[config.mk]
export PLATFORM = sky130hd
export DESIGN_NAME = alu_cmd_sequencer_flat
export DESIGN_NICKNAME = d
export VERILOG_FILES = /design/src/rtl/alu_pkg.sv /design/src/rtl/alu_cmd_sequencer_if.sv /design/src/rtl/alu_cmd_fifo.sv /design/src/rtl/alu_cmd_sequencer.sv /design/src/flat_wrapper.sv
export SDC_FILE = /design/constraint.sdc
export NUM_CORES = 1
export LEC_CHECK = 0
export CORE_UTILIZATION = 37
export CTS_CLUSTER_SIZE = 8
export DETAILED_ROUTE_END_ITERATION = 7
export DONT_BUFFER_PORTS = 1
export GPL_TIMING_DRIVEN = 0
export SLEW_MARGIN = 20
export SYNTH_ARGS = -nofsm -noshare
export SYNTH_HDL_FRONTEND = slang
export SYNTH_SLANG_ARGS = --single-unit
[constraint.sdc]
create_clock -name clk -period 3.2 [get_ports clk]
set_input_delay 0.48 -clock clk [delete_from_list [all_inputs] [get_ports clk]]
set_output_delay 0.48 -clock clk [all_outputs]
set_load 0.1 [all_outputs]
[src/rtl/alu_pkg.sv]
// alu_pkg: opcodes, uo_out bit map, latency default and stream field types for the ALU command sequencer
package alu_pkg;
    localparam int ALU_LAT_DEF = 2;
    localparam int OP_W        = 4;
    localparam int OPND_W      = 4;
    localparam int UO_W        = 8;
    localparam int CMD_W       = OP_W + 2 * OPND_W;
    localparam int RSP_W       = OP_W + UO_W;

    localparam logic [3:0] OP_ADD       = 4'd0;
    localparam logic [3:0] OP_SUB       = 4'd1;
    localparam logic [3:0] OP_AND       = 4'd2;
    localparam logic [3:0] OP_OR        = 4'd3;
    localparam logic [3:0] OP_XOR       = 4'd4;
    localparam logic [3:0] OP_SHL       = 4'd5;
    localparam logic [3:0] OP_SHR       = 4'd6;
    localparam logic [3:0] OP_PASS_B    = 4'd7;
    localparam logic [3:0] OP_REG_WRITE = 4'd8;
    localparam logic [3:0] OP_REG_READ  = 4'd9;
    localparam logic [3:0] OP_ADD_REG   = 4'd10;
    localparam logic [3:0] OP_SUB_REG   = 4'd11;

    localparam int UO_Z      = 7;
    localparam int UO_S      = 6;
    localparam int UO_V      = 5;
    localparam int UO_C      = 4;
    localparam int UO_RES_HI = 3;
    localparam int UO_RES_LO = 0;

    typedef struct packed {
        logic [OP_W-1:0]   op;
        logic [OPND_W-1:0] b;
        logic [OPND_W-1:0] a;
    } cmd_t;

    typedef struct packed {
        logic [OP_W-1:0] op;
        logic [UO_W-1:0] uo;
    } rsp_t;
endpackage

[src/rtl/alu_cmd_sequencer_if.sv]
// alu_cmd_sequencer_if: command and response valid/ready streams between host and sequencer
//   cmd_valid/cmd_ready/cmd_data : host -> sequencer, {opcode, B, A}
//   rsp_valid/rsp_ready/rsp_data : sequencer -> host, {opcode, uo}
//   master = host side, slave = sequencer side
interface alu_cmd_sequencer_if;
    import alu_pkg::*;
    logic cmd_valid;
    logic cmd_ready;
    cmd_t cmd_data;
    logic rsp_valid;
    logic rsp_ready;
    rsp_t rsp_data;
    modport master (output cmd_valid, cmd_data, rsp_ready, input cmd_ready, rsp_valid, rsp_data);
    modport slave (input cmd_valid, cmd_data, rsp_ready, output cmd_ready, rsp_valid, rsp_data);
endinterface

[src/rtl/alu_cmd_fifo.sv]
// alu_cmd_fifo: synchronous FIFO with occupancy count and synchronous flush
//   push/din, pop/dout : write and read sides, dout shows the head entry
//   flush              : empties the FIFO and drops a same-cycle push
//   count/full/empty   : occupancy status
module alu_cmd_fifo #(
    parameter int DEPTH = 8,
    parameter int W     = 12
) (
    input  logic                    clk,
    input  logic                    rst_n,
    input  logic                    flush,
    input  logic                    push,
    input  logic                    pop,
    input  logic [W-1:0]            din,
    output logic [W-1:0]            dout,
    output logic [$clog2(DEPTH):0]  count,
    output logic                    full,
    output logic                    empty
);
    localparam int AW = $clog2(DEPTH);
    localparam int CW = AW + 1;
    logic [W-1:0]  mem [DEPTH];
    logic [AW-1:0] wr_ptr;
    logic [AW-1:0] rd_ptr;
    logic          do_push;
    logic          do_pop;
    assign full    = count == CW'(DEPTH);
    assign empty   = count == '0;
    assign do_push = push && !full && !flush;
    assign do_pop  = pop && !empty && !flush;
    assign dout    = mem[rd_ptr];
    always_ff @(posedge clk)
        if (do_push) mem[wr_ptr] <= din;
    // Pointers are exactly AW bits wide so they wrap modulo DEPTH on their own.
    always_ff @(posedge clk or negedge rst_n)
        if (!rst_n) begin
            wr_ptr <= '0;
            rd_ptr <= '0;
            count  <= '0;
        end else if (flush) begin
            wr_ptr <= '0;
            rd_ptr <= '0;
            count  <= '0;
        end else begin
            wr_ptr <= wr_ptr + AW'(do_push);
            rd_ptr <= rd_ptr + AW'(do_pop);
            count  <= count + CW'(do_push) - CW'(do_pop);
        end
endmodule

[src/rtl/alu_cmd_sequencer.sv]
// alu_cmd_sequencer: queues ALU commands, issues them one at a time and returns {opcode, uo_out}
//   clk, rst_n         : clock, asynchronous active-low reset
//   ena                : allows popping the next command
//   flush              : clears FIFO and any in-flight command
//   bus                : command/response streams (slave side)
//   alu_ui/uio/ena     : drive the ALU inputs; alu_uo samples its uo_out
//   busy, fifo_count   : status
module alu_cmd_sequencer
    import alu_pkg::*;
#(
    parameter int DEPTH   = 8,
    parameter int ALU_LAT = ALU_LAT_DEF
) (
    input  logic                   clk,
    input  logic                   rst_n,
    input  logic                   ena,
    input  logic                   flush,
    alu_cmd_sequencer_if.slave     bus,
    output logic [7:0]             alu_ui,
    output logic [7:0]             alu_uio,
    output logic                   alu_ena,
    input  logic [7:0]             alu_uo,
    output logic                   busy,
    output logic [$clog2(DEPTH):0] fifo_count
);
    localparam logic [1:0] IDLE = 2'd0;
    localparam logic [1:0] WAIT = 2'd1;
    localparam logic [1:0] RESP = 2'd2;
    localparam int CW = $clog2(ALU_LAT + 2);
    logic [1:0]    state;
    logic [CW-1:0] cnt;
    logic          empty;
    logic          full;
    logic          pop;
    cmd_t          head;
    alu_cmd_fifo #(.DEPTH(DEPTH), .W(CMD_W)) u_fifo (
        .clk   (clk),
        .rst_n (rst_n),
        .flush (flush),
        .push  (bus.cmd_valid),
        .pop   (pop),
        .din   (bus.cmd_data),
        .dout  (head),
        .count (fifo_count),
        .full  (full),
        .empty (empty)
    );
    assign bus.cmd_ready = !full;
    assign busy          = state != IDLE;
    assign pop           = state == IDLE && ena && !empty && !flush;
    // cnt counts the ALU pipeline down; capture happens on the edge after it reaches zero,
    // giving ALU_LAT+1 edges from issue to rsp_valid.
    always_ff @(posedge clk or negedge rst_n)
        if (!rst_n) begin
            state         <= IDLE;
            cnt           <= '0;
            alu_ui        <= '0;
            alu_uio       <= '0;
            alu_ena       <= 1'b0;
            bus.rsp_valid <= 1'b0;
            bus.rsp_data  <= '0;
        end else if (flush) begin
            state         <= IDLE;
            alu_ena       <= 1'b0;
            bus.rsp_valid <= 1'b0;
        end else begin
            case (state)
                IDLE:
                    if (pop) begin
                        alu_ui  <= {head.b, head.a};
                        alu_uio <= {4'b0, head.op};
                        alu_ena <= 1'b1;
                        cnt     <= CW'(ALU_LAT);
                        state   <= WAIT;
                    end
                WAIT:
                    if (cnt == '0) begin
                        bus.rsp_data  <= {alu_uio[3:0], alu_uo};
                        bus.rsp_valid <= 1'b1;
                        state         <= RESP;
                    end else begin
                        cnt <= cnt - CW'(1);
                    end
                RESP:
                    if (bus.rsp_ready) begin
                        bus.rsp_valid <= 1'b0;
                        alu_ena       <= 1'b0;
                        state         <= IDLE;
                    end
                default: state <= IDLE;
            endcase
        end
endmodule
[src/flat_wrapper.sv]
// flat-port wrapper written by rule: the top's interface ports become plain ports
module alu_cmd_sequencer_flat import alu_pkg::*;
#(
    parameter int DEPTH   = 8,
    parameter int ALU_LAT = ALU_LAT_DEF
)
  (clk, rst_n, ena, flush, alu_ui, alu_uio, alu_ena, alu_uo, busy, fifo_count, bus_cmd_valid, bus_cmd_data, bus_rsp_ready, bus_cmd_ready, bus_rsp_valid, bus_rsp_data);
  alu_cmd_sequencer_if bus_i ();
  input  logic clk;
  input  logic rst_n;
  input  logic ena;
  input  logic flush;
  output logic [7:0] alu_ui;
  output logic [7:0] alu_uio;
  output logic alu_ena;
  input  logic [7:0] alu_uo;
  output logic busy;
  output logic [$clog2(DEPTH):0] fifo_count;
  input wire logic [$bits(bus_i.cmd_valid)-1:0] bus_cmd_valid;
  input wire logic [$bits(bus_i.cmd_data)-1:0] bus_cmd_data;
  input wire logic [$bits(bus_i.rsp_ready)-1:0] bus_rsp_ready;
  output wire logic [$bits(bus_i.cmd_ready)-1:0] bus_cmd_ready;
  output wire logic [$bits(bus_i.rsp_valid)-1:0] bus_rsp_valid;
  output wire logic [$bits(bus_i.rsp_data)-1:0] bus_rsp_data;
  assign bus_i.cmd_valid = bus_cmd_valid;
  assign bus_i.cmd_data = bus_cmd_data;
  assign bus_i.rsp_ready = bus_rsp_ready;
  assign bus_cmd_ready = bus_i.cmd_ready;
  assign bus_rsp_valid = bus_i.rsp_valid;
  assign bus_rsp_data = bus_i.rsp_data;
  alu_cmd_sequencer #(.DEPTH(DEPTH), .ALU_LAT(ALU_LAT)) u_core (.clk(clk), .rst_n(rst_n), .ena(ena), .flush(flush), .bus(bus_i), .alu_ui(alu_ui), .alu_uio(alu_uio), .alu_ena(alu_ena), .alu_uo(alu_uo), .busy(busy), .fifo_count(fifo_count));
endmodule
Word-level counts from Yosys, hierarchy flattened:

Memory sizes are Yosys's and may differ from the RTL's. A register that Yosys moved wholly into a read port is not among the register bits.
Cells that the tools add are included.

* add/subtract/negate cells: 5
* equal/unequal tests: 8
* bitwise gates (word level): 1
* reductions and logical operators: 24
* multiplexer cells: 20

Operator list (number)
* 3-bit AND reduction: 5
* 2-bit two-way mux: 6
* 1-bit logical AND: 7
* 1-bit two-way mux: 7
* 3-bit by 1-bit adder with 3-bit output: 2
* 3-bit two-way mux: 2
* 3-bit inequality test (second input constant): 2
* 2-bit one-hot mux with 3 select lines: 1
* 3-bit nonzero test: 2
* 4-bit by 1-bit adder with 4-bit output: 1
* 4-bit == test (second input constant): 1
* 1-bit logical NOT: 4
* 2-bit logical NOT: 2
* 4-bit logical NOT: 1
* 4-bit two-way mux: 1
* 2-bit inequality test (second input constant): 2
* 1-bit one-hot mux with 2 select lines: 2
* 2-bit one-hot mux with 2 select lines: 1
* 4-bit AND reduction: 1
* 2-bit nonzero test: 2
* 4-bit by 1-bit subtractor with 4-bit output: 1
* 3-bit by 2-bit inequality test with 1-bit output (second input constant): 1
* 2-bit by 1-bit == test with 1-bit output (second input constant): 1
* 2-bit == test (second input constant): 1
* 2 further kinds: 2

* memory bits (writable): 96
* flip-flop bits (word level): 28
* memories: 1
* input bits: 26
* logic and storage cells: 68

Memories
* u_core.u_fifo.mem: words 8, width 12, rd ports 1, clocked after memory_dff 1, wr ports 1, RTL line alu_cmd_fifo.sv:22 `logic [W-1:0] mem [DEPTH];`

Logic depth before layout (Yosys ltp):

* depth after elaboration: 8
* mapped depth: 13
* mapped depth without buffers: 12

By module:

Synthesis repeated with hierarchy kept, for this count alone.

* cells, all modules: 292
* area, all modules: 5596.6 um2

Modules (own cells, without submodules)
* alu_cmd_fifo: cells an instance 204, instances 1, area an instance 4319.1 um2, seq. area each 3133.0 um2
* alu_cmd_sequencer: cells an instance 88, instances 1, area an instance 1277.5 um2, seq. area each 750.7 um2

Worst setup path before layout:

OpenSTA, ideal clock, no wires.

* path type: flip-flop to flip-flop
* from: reg u_core.u_fifo.count[2]
* to: mem u_core.u_fifo.mem[0][0] (enable)
* path buffers: 0
* arrival: 3393 ps
* slack: -590 ps
* cell stages (with the launch flop): 7
* setup time: 396 ps
* cells stage by stage: dfrtp_1 inv_1 ha_1 or3b_1 and3b_1 nand2b_1 nor3_1

* word-level cells in the longest chain between the ends: 6

Ends and longest elaborated chain
* from (decl): RTL line alu_cmd_fifo.sv:16 `output logic [$clog2(DEPTH):0] count,`
* from (signal assigned): RTL line alu_cmd_fifo.sv:47 `count <= count + CW'(do_push) - CW'(do_pop);`
* 4-bit == test: RTL line alu_cmd_fifo.sv:27 `assign full = count == CW'(DEPTH);`
* 1-bit logical NOT
* via bus_cmd_ready: RTL line flat_wrapper.sv:22 `output wire logic [$bits(bus_i.cmd_ready)-1:0] bus_cmd_ready;`
* 1-bit logical AND (2 in a row): RTL line alu_cmd_fifo.sv:29 `assign do_push = push && !full && !flush;`
* 1-bit two-way mux: RTL line alu_cmd_fifo.sv:33 `if (do_push) mem[wr_ptr] <= din;`
* 1-bit two-way mux (not written as such): RTL line alu_cmd_fifo.sv:33
* to (decl): RTL line alu_cmd_fifo.sv:22

The timed path passes the listed nets, and every way through them passes these cells.

Final worst setup path:

* from: reg u_core.u_fifo.count[2]
* to: reg u_core.u_fifo.count[2]

* word-level cells in the longest chain between the ends: 8
* elaborated cells on any way between the ends: 13
* classes of those cells: add/sub: 2; eq/ne: 1; mux: 1; reduce/logical: 9

Ends and longest elaborated chain
* parallel branches: the longest is 6 deep, another holds 4-bit by 1-bit adder with 4-bit output
* 4-bit by 1-bit subtractor with 4-bit output *: RTL line alu_cmd_fifo.sv:47
* 4-bit two-way mux *: RTL line alu_cmd_fifo.sv:40 `end else if (flush) begin`

Mark *: on every way between the ends.
A chain may end at the register's enable or synchronous reset.

==> results.yml <==
sta:
  holdWs_ps: 165
  fin_setup_tns_ps: 0
  hold_viol: 0
  setup_viol: 0
  fin_skew_ps: 9.12
  relSlewSlack_pct: 37.6
  finalMaxSlewViolations: 0
  worstMarginPinSlew_ps: 936
  fmax_ghz: 0.333
  period_share_pct: 93.8
  rsz0062_at_grt: "no"
  min_period_ps: 3000
grt:
  grt_max_degree: 41
  first_global_vias: 2698
  grt_use_total_pct: 13.9
  grt_overflow: 0
  grt_pass1_wl_um: 14800
  antenna_found_initial: 0
worst_setup_path:
  crit_type: "register to register"
  cp.required_ps: 3480
  arrival_ps: 3280
  cp-end-kind: "register"
  cp-start-kind: "register"
  worstPathMaxFanout: 10
die:
  io_pins: 62
  chipHeight_um: 124
  die_area_mm2: 0.0153
  core-area_mm2: 0.0145
  num_rows: 44
  start_util_pct: 37.9
  die_x_um: 124
power_and_ir_drop:
  p_total_mw: 5.85
  ir_worst_vdd_uv: 356
  p_per_area_mw_per_mm2: 919
  p_leak_nw: 2.29
synth:
  avgSynthCellArea_um2: 18.0
  synth_cells: 304
  netlist_area_mm2: 0.00549
  synth_seq_cells: 136
  ys_seq_area_share_pct: 70.8
  yosys.cell_types.count: 39
  yosys_warnings: 0
detailed_routing:
  wirelength_met1_um: 4360
  via_per_inst: 4.99
  routed_wl_um: 9900
  via_count: 2614
  drt_pass1_iterations: 4
  maxUsedRoutingLayer: "met4"
  drc: 0
  ant_nets: 0
  wl_met2_um: 4840
  wl_met3_um: 622
  drt-wirelength-per-cell_um: 18.9
  drt-initial-drc-count: 190
clock_network:
  cts_tree: "done"
  clk_latency_ps: 410
  cts_max_level: 4
  post_cts_buffers: 0
  cts.path.max_buffers: 2
  path_clk_slew_ps: 60
  clock_sinks: 136
  cts_buffers: 17
  cts-root-buf: "clkbuf_16"
cells_and_area:
  diodes: 0
  fillCellCount: 1240
  area_growth_syn_to_layout_pct: 16.0
  num-nets-final: 366
  drive_above_1_share_pct: 27.4
  stdcell_area_mm2: 0.00637
place:
  io_buffers: 0
  gp_congestion: 0.705
  place_area_mm2: 0.00577
  hpwl_um: 6370
run:
  drv_cap: 0
worst_hold_path:
  holdCritPathClass: "input pin to register"
run_status:
  status: "finished, final reports clean"
-- stage by stage --
step           utilization (%)  setup WS, ps  std cells
2_1_floorplan                -          99.2        307
3_3_place_gp              39.6          -372        491
3_5_place_dp              39.8          -110        491
4_1_cts                   43.9          18.3        524
5_1_grt                   44.0          45.3        524
6_report                  44.0           197        524
-- final cells by class --
cell class | instances | area [um^2] | area share [%]
flip-flops and latches | 136 | 3890 | 61.1
multi-input cells | 142 | 1480 | 23.3
clock buffers | 20 | 437 | 6.86
well taps | 184 | 230 | 3.62
plain buffers | 18 | 146 | 2.30
clock inverters | 11 | 108 | 1.69
inverters | 11 | 41.3 | 0.649
repair buffers | 2 | 30.0 | 0.472
-- sequential cells by signal, indices dropped and copies added, names as in the netlist --
register and flops:
u_core.alu_ena 1, u_core.state 2, u_core.u_fifo.count 4, u_core.alu_ui 8, u_core.bus.rsp_data 12, u_core.alu_uio 4
u_core.u_fifo.mem 96, u_core.u_fifo.rd_ptr 3, u_core.cnt 2, u_core.bus.rsp_valid 1, u_core.u_fifo.wr_ptr 3
-- repair_timing --
action | in CTS | in global routing
hold buffers | 2 | 0
resized for setup | 2 | 6
hold endpoints to repair | 40 | 0
pin swaps | 0 | 0
endpoints found under the setup margin | 95 | 27
-- report_power, final --
group | switching (mW) | leakage (nW) | internal, mW
clock | 0.671 | 0.266 | 1.13
sequential | 1.24 | 1.38 | 2.07
combinational | 0.418 | 0.641 | 0.319
-- per-layer routing --
layer | GRT usage, % | up-vias
li1 | - | 1196
met1 | 17.1 | 1340
met2 | 21.8 | 70
met3 | 6.09 | 8
met4 | 4.74 | 0
met5 | 0 | -
-- synth_stat cells, drive strengths merged --
master  instances  area share (%)
a21oi           6            0.55
dfrtp          40              18
or3b            2            0.32
nor4b           1            0.43
a211oi          1            0.14
edfxtp         96              53
inv            11            0.75
mux2i          12             2.2
o21ai          14             1.3
fa              1            0.36
buf            18             2.6
o22ai           1            0.11
nor2b           7            0.80
a211o           1            0.16
o22a            1            0.16
mux2           12             2.5
nand2b          3            0.34
nand3b          1            0.14
nand2          16             1.1
xnor2           4            0.64
nor3b           1            0.14
a21o            1            0.14
mux4           24              10
conb            1           0.068
nand3           1           0.091
nor3            2            0.18
and3b           1            0.16
nand4b          1            0.27
ha             11             2.5
nor4            1            0.11
nor2           12            0.87
-- final timing paths --
| check | depth (start not counted) | endpoint | slack, ps | startpoint |
|---|---|---|---|---|
| setup / recovery | 12 | u_core.u_fifo.count[2] | 200 | u_core.u_fifo.count[2] |
| hold / removal | 0 | u_core.u_fifo.mem[4][4] | 160 | bus_cmd_data[4] |
| setup reg to reg | 12 | u_core.u_fifo.count[2] | 200 | u_core.u_fifo.count[2] |
| hold reg to reg | 1 | u_core.cnt[1] | 510 | u_core.cnt[1] |
| min in group asynchronous | 2 | u_core.u_fifo.count[2] | 530 | rst_n |
| max in group asynchronous | 2 | u_core.u_fifo.count[3] | 2460 | rst_n |
-- cell usage in the layout, fill, tap and decap left out, types with 2 or more instances in the layout --
master     Yosys  final
conb_1         1      4
clkinv_1       0      3
a21oi_1        6      6
clkbuf_16      0     17
buf_12         2      3
mux4_1         4      4
buf_2          8      7
nor2b_1        7      7
ha_1          11     11
edfxtp_1      96     96
mux2i_1       12     12
buf_4          5      5
mux4_2        20     20
clkinv_2       0      4
nand2_1       16     16
inv_2          1      2
bufinv_16      0      2
nand2b_1       3      3
buf_6          2      2
nor2_2         1      6
inv_1         10      9
clkbuf_1       0      3
o21ai_1        8      8
dfrtp_1       40     36
xnor2_1        4      4
dfrtp_2        0      3
nor3_4         0      2
o21ai_0        6      6
nor2_1        11      5
mux2_2        12     12
-- cells by family (layout without fill, tap and decap cells) --
group	Yosys count	count (layout)	synth area share, %
compound gates	25	25	2.53
xor+xnor	4	4	0.638
fa+ha+maj	12	12	2.87
buf+inv	29	62	3.38
flops	136	136	70.8
mux	48	48	14.8
other cells	1	4	0.0683
simple gates	49	49	4.95
-- worst max-delay path: stages (launching register included) --
cell	delay (ps)
dfrtp_4	620
inv_2	130
ha_1	130
or3b_1	410
nand4b_4	170
clkbuf_4	220
inv_1	80
ha_1	280
inv_1	40
ha_1	190
fa_1	390
xnor2_1	160
nor2_1	50
No activity file was read; power rests on OpenSTA's default activity.
